$ cat config.mk
export PLATFORM = sky130hd
export DESIGN_NAME = boot_loader
export DESIGN_NICKNAME = d
export VERILOG_FILES = /design/src/rtl/boot_loader.sv
export SDC_FILE = /design/constraint.sdc
export NUM_CORES = 1
export LEC_CHECK = 0
export ABC_AREA = 0
export BUFFER_PORTS_ARGS = -buffer_cell sky130_fd_sc_hd__buf_2
export CAP_MARGIN = 0
export CORE_MARGIN = 2
export CORE_UTILIZATION = 40
export CTS_CLUSTER_DIAMETER = 80
export CTS_CLUSTER_SIZE = 20
export DETAILED_ROUTE_END_ITERATION = 10
export HOLD_SLACK_MARGIN = 0.1
export MAX_ROUTING_LAYER = met4
export SETUP_SLACK_MARGIN = 0.05
export SLEW_MARGIN = 10
export SYNTH_ARGS = -nofsm -noshare
export SYNTH_HDL_FRONTEND = slang
export SYNTH_SLANG_ARGS = --single-unit
$ cat constraint.sdc
create_clock -name clk -period 3.8 [get_ports clk]
set_input_delay 0.19 -clock clk [delete_from_list [all_inputs] [get_ports clk]]
set_output_delay 0.19 -clock clk [all_outputs]
set_load 0.02 [all_outputs]
$ cat src/rtl/boot_loader.sv
// Byte-stream boot loader: parses framed, checksummed blocks into the instruction and
// data memories of the core, then releases the core on a GO command.
module boot_loader #(
    parameter int INST_DEPTH = 32,
    parameter int DATA_DEPTH = 64,
    parameter int ADDR_W     = 6
) (
    input  logic              clk,
    input  logic              rst,
    input  logic              in_valid,
    input  logic [7:0]        in_data,
    output logic              in_ready,
    output logic              imem_we,
    output logic              dmem_we,
    output logic [ADDR_W-1:0] mem_addr,
    output logic [7:0]        mem_wdata,
    output logic              core_run,
    output logic              err,
    output logic [7:0]        frame_cnt
);

    // Handshake: a byte transfers on any posedge where in_valid && in_ready.
    // in_ready is registered and stays high in every state except RUN.

    localparam logic [7:0] CMD_INST = 8'hA1;
    localparam logic [7:0] CMD_DATA = 8'hA2;
    localparam logic [7:0] CMD_GO   = 8'hF0;

    localparam logic [ADDR_W-1:0] INST_MASK = ADDR_W'(INST_DEPTH - 1);
    localparam logic [ADDR_W-1:0] DATA_MASK = ADDR_W'(DATA_DEPTH - 1);

    typedef enum logic [2:0] {
        S_IDLE = 3'd0,
        S_ADDR = 3'd1,
        S_LEN  = 3'd2,
        S_DATA = 3'd3,
        S_CSUM = 3'd4,
        S_RUN  = 3'd5
    } state_t;

    state_t            state;
    state_t            state_next;
    logic              accept;
    logic              target_inst;
    logic [ADDR_W-1:0] ptr;
    logic [ADDR_W-1:0] ptr_mask;
    logic [7:0]        remaining;
    logic [7:0]        sum;
    logic [7:0]        sum_next;
    logic              set_err;
    logic              frame_ok;
    logic              write_byte;

    assign accept   = in_valid && in_ready;
    assign sum_next = sum + in_data;
    assign ptr_mask = target_inst ? INST_MASK : DATA_MASK;

    always_comb begin
        state_next = state;
        set_err    = 1'b0;
        frame_ok   = 1'b0;
        write_byte = 1'b0;
        case (state)
            S_IDLE: begin
                if (accept) begin
                    if (in_data == CMD_INST || in_data == CMD_DATA) begin
                        state_next = S_ADDR;
                    end else if (in_data == CMD_GO) begin
                        // GO is silently dropped once an error has been seen.
                        if (!err) state_next = S_RUN;
                    end else begin
                        set_err = 1'b1;
                    end
                end
            end
            S_ADDR: begin
                if (accept) state_next = S_LEN;
            end
            S_LEN: begin
                if (accept) state_next = (in_data != 8'd0) ? S_DATA : S_CSUM;
            end
            S_DATA: begin
                if (accept) begin
                    write_byte = 1'b1;
                    if (remaining == 8'd1) state_next = S_CSUM;
                end
            end
            S_CSUM: begin
                if (accept) begin
                    if (sum_next == 8'd0) frame_ok = 1'b1;
                    else                  set_err  = 1'b1;
                    state_next = S_IDLE;
                end
            end
            S_RUN: begin
                state_next = S_RUN;
            end
            default: begin
                state_next = S_IDLE;
            end
        endcase
    end

    always_ff @(posedge clk) begin
        if (rst) begin
            state       <= S_IDLE;
            in_ready    <= 1'b0;
            core_run    <= 1'b0;
            imem_we     <= 1'b0;
            dmem_we     <= 1'b0;
            mem_addr    <= '0;
            mem_wdata   <= 8'd0;
            err         <= 1'b0;
            frame_cnt   <= 8'd0;
            target_inst <= 1'b0;
            ptr         <= '0;
            remaining   <= 8'd0;
            sum         <= 8'd0;
        end else begin
            state    <= state_next;
            in_ready <= (state_next != S_RUN);
            core_run <= (state_next == S_RUN);
            imem_we  <= 1'b0;
            dmem_we  <= 1'b0;

            if (accept) begin
                // The CMD byte is excluded from the checksum; everything after it is summed.
                sum <= (state == S_IDLE) ? 8'd0 : sum_next;
                case (state)
                    S_IDLE: target_inst <= (in_data == CMD_INST);
                    S_ADDR: ptr         <= ADDR_W'(in_data) & ptr_mask;
                    S_LEN:  remaining   <= in_data;
                    default: ;
                endcase
            end

            if (write_byte) begin
                imem_we   <= target_inst;
                dmem_we   <= !target_inst;
                mem_addr  <= ptr;
                mem_wdata <= in_data;
                ptr       <= (ptr + 1'b1) & ptr_mask;
                remaining <= remaining - 8'd1;
            end

            if (set_err) err <= 1'b1;
            if (frame_ok && frame_cnt != 8'hFF) frame_cnt <= frame_cnt + 8'd1;
        end
    end

endmodule

==> flow_summary_export.csv <==
group,metric,value,unit
clocking,cts_buffers,5,
yosys,syn_area,2830,um2
grt,gr-total-overflow,0,
pwr,p_per_area,307,nW/um2
final_layout,layout.nets,405,
drt,via_per_inst,5.46,
drt,dr.pass1.iters,4,
pwr,combPwrFrac,0.067,
setup_path,r2r-start,"sum[0]",
drt,routed_wl,6.75,mm
clocking,cts_sinks,53,
grt,grt_pass1_vias,2231,
timing,rsz0062_at_grt,"no",
pwr,p_seq_frac,0.578,
setup_path,cp-start-kind,"register",
yosys,async_reset_ff_frac,0,
run_status,status,"finished clean",
timing,worst_pin_slew,1.03,ns
final_layout,stdcell_area,3140,um2
setup_path,path_class,"register to register",
floorplanning,ios,38,
flow_run,maxCapViolCount,0,
pwr,leakagePower,1.22,nW
final_layout,drive_above_1_share,0.146,
yosys,yosysWarnings,0,
floorplanning,fp.dieH,88.1,um
setup_path,crit_family,"simple AND/OR/NAND/NOR gates",
yosys,synth_fp_nets,382,
worst_hold_path,min_from,"in_data[6]",
clocking,clk_pin_slew,0.10,ns
placement,dp_hpwl,4.60,mm
clocking,clkLatencyLatePin,0.31,ns
clocking,cts_resized,0,
yosys,synth-seq-area-share,0.375,
clocking,post-cts-setup-buffer-count,0,
timing,finalSetupTns,0,ns
yosys,synth.distinct_cells,55,
pwr,cell_internal_pwr,0.725,mW
pwr,pwr-share-clk,0.355,
drt,via_count,2615,
setup_path,critPathCaptureType,"register",
floorplanning,num_rows,30,
setup_path,crit_chain,"ha_1 -> fa_1 -> or4b_4 -> nor3_2 -> o221ai_1 -> or4_4 -> or4_1 -> a21oi_1",
final_layout,diodes,0,
yosys,avgSynthCellArea,7.89,um2
setup_path,required,4.04,ns
grt,grt_pass1_wl,11.2,mm
pwr,p_total,0.965,mW
timing,finalHoldViolations,0,
placement,port-buffer-count,37,
clocking,htree_levels,2,
drt,first_iter_violations,173,
final_layout,fin_cells,479,
pwr,p_switching,0.240,mW
worst_hold_path,min_path_type,"primary input to register",
floorplanning,chipWidth,88.1,um
timing,slew-limit-headroom,0.313,
yosys,yosys_most_used_dff,"dfxtp_1",
timing,post-route-period-util,0.814,
pwr,ir_worst_vdd,137,uV
drt,wl_per_cell,14.1,um
yosys,synth_seq_cells,53,
floorplanning,core,6830,um2
clocking,ctsRootBufferMaster,"clkbuf_8",
grt,antenna_found_initial,0,
timing,setup_slack,0.708,ns
drt,route.detailed.drc,0,
clocking,cts_tree,"done",
floorplanning,dieArea,7770,um2
drt,ant_nets,0,
grt,grtUsageTotal,0.187,
yosys,synth_edf_count,0,
placement,dpl-instance-area,3040,um2
clocking,hold_buffers,0,
grt,grt_max_degree,57,
pwr,sw_frac_of_total,0.249,
timing,finClkSkew,0.00832,ns
setup_path,path_max_fanout,14,
final_layout,area_growth_syn_to_layout,10.9,%
timing,drv_slew,0,
setup_path,max_stage_delay,0.59,ns
placement,gp_congestion,0.854,
yosys,syn-instance-count,359,
floorplanning,start_util,0.414,
placement,dp.cells,471,
timing,period_needed,3.09,ns
setup_path,crit_buf_inv,0,
timing,setup-violations-final,0,
setup_path,reg2reg_slack,0.71,ns
placement,dp_slack,0.640,ns
setup_path,worstPathArrival,3.33,ns
timing,fmax,323,MHz
clocking,clockBufferDepth,2,
setup_path,cp_slowest_cell,"or4_4",
setup_path,startpoint,"sum[0]",
through the flow:
| step | util | hold WS (ns) |
|---|---|---|
| finish | 0.460 | 0.184 |
| global route | 0.460 | 0.180 |
| CTS | 0.460 | 0.175 |
| detailed placement | 0.445 | 0.446 |
| global placement | 0.445 | 0.440 |
| floorplan | - | 0.326 |
registers in the layout, indices dropped and copies added, names as in the netlist:
register and count:
frame_cnt 8, mem_wdata 8, remaining 8, sum 8, mem_addr 6, ptr 6, state 3, core_run 1
dmem_we 1, err 1, imem_we 1, in_ready 1, target_inst 1
placed cells by master (no fill, tap or decap), drive strengths merged, types with 4 or more instances in the layout:
cell type  instances
nand2             61
dfxtp             53
nor2              41
buf               38
a21oi             32
o21ai             15
ha                11
a22oi             10
nor3              10
a211oi             9
or4                8
nand3              7
nor2b              7
clkbuf             6
nand4              5
inv                4
nand3b             4
o31ai              4
power groups by stage:
stage | Sequential (mW) | Clock [mW] | Combinational [mW]
3_5_place_dp | 0.571 | 0 | 0.0644
5_1_grt | 0.558 | 0.377 | 0.0713
6_report | 0.558 | 0.343 | 0.0645
3_3_place_gp | 0.571 | 0 | 0.0643
4_1_cts | 0.558 | 0.356 | 0.0643
2_1_floorplan | 0.572 | 0 | 0.0391
metal layers:
metal,up-vias,global-route usage,wire length [um]
met5,-,-,0
met4,0,0.0413,48
met3,6,0.0311,198
met2,35,0.282,3120
met1,1234,0.262,3380
li1,1340,-,-
worst register-to-register path, stage by stage (launching register included):
cell and delay [ns]:
dfxtp_1 0.33, ha_1 0.20, fa_1 0.46, or4b_4 0.55, nor3_2 0.11, o221ai_1 0.12, or4_4 0.59, or4_1 0.53
a21oi_1 0.14
synth_stat cells (3+ instances only):
master | n | area share
a21o_1 | 3 | 0.0080
a21oi_1 | 32 | 0.057
o21ai_0 | 15 | 0.027
xnor2_1 | 3 | 0.0093
inv_1 | 4 | 0.0053
o22ai_1 | 3 | 0.0066
nand3_1 | 7 | 0.012
nor2b_1 | 7 | 0.015
o31ai_1 | 4 | 0.011
nor3_1 | 9 | 0.016
nand3b_1 | 4 | 0.011
nor2_1 | 41 | 0.054
xor2_1 | 3 | 0.0093
nand2_1 | 61 | 0.081
ha_1 | 11 | 0.049
nand4_1 | 5 | 0.011
or4_1 | 7 | 0.019
a22oi_1 | 10 | 0.027
nand2b_1 | 3 | 0.0066
clkbuf_1 | 17 | 0.023
and3_1 | 3 | 0.0066
dfxtp_1 | 53 | 0.37
a211oi_1 | 9 | 0.024
nor4_1 | 3 | 0.0066
worst paths after layout:
check                           cells past startpoint            to
worst max register to register                      8  frame_cnt[7]
worst min-delay path                                3  mem_wdata[6]
worst max-delay path                                8  frame_cnt[7]
worst min register to register                      2   mem_addr[3]
cell type report:
| class | instances | area (um2) |
|---|---|---|
| clock inverters | 2 | 13.8 |
| inverters | 4 | 15.0 |
| repair buffers | 38 | 193 |
| well taps | 96 | 120 |
| multi-input cells | 280 | 1650 |
| clock buffers | 6 | 82.6 |
| flip-flops and latches | 53 | 1060 |
| fillers | 708 | 3690 |
logic make-up (layout without fill, tap and decap cells):
logic type	after synthesis	in the layout	synth area share
simple gates	164	164	0.281
buf+inv	26	50	0.0411
flops	53	53	0.375
mux	2	2	0.00795
fa+ha+maj	12	12	0.0557
xor+xnor	6	6	0.0186
compound gates	96	96	0.221
Note: power is estimated with default switching activity, not from simulation.
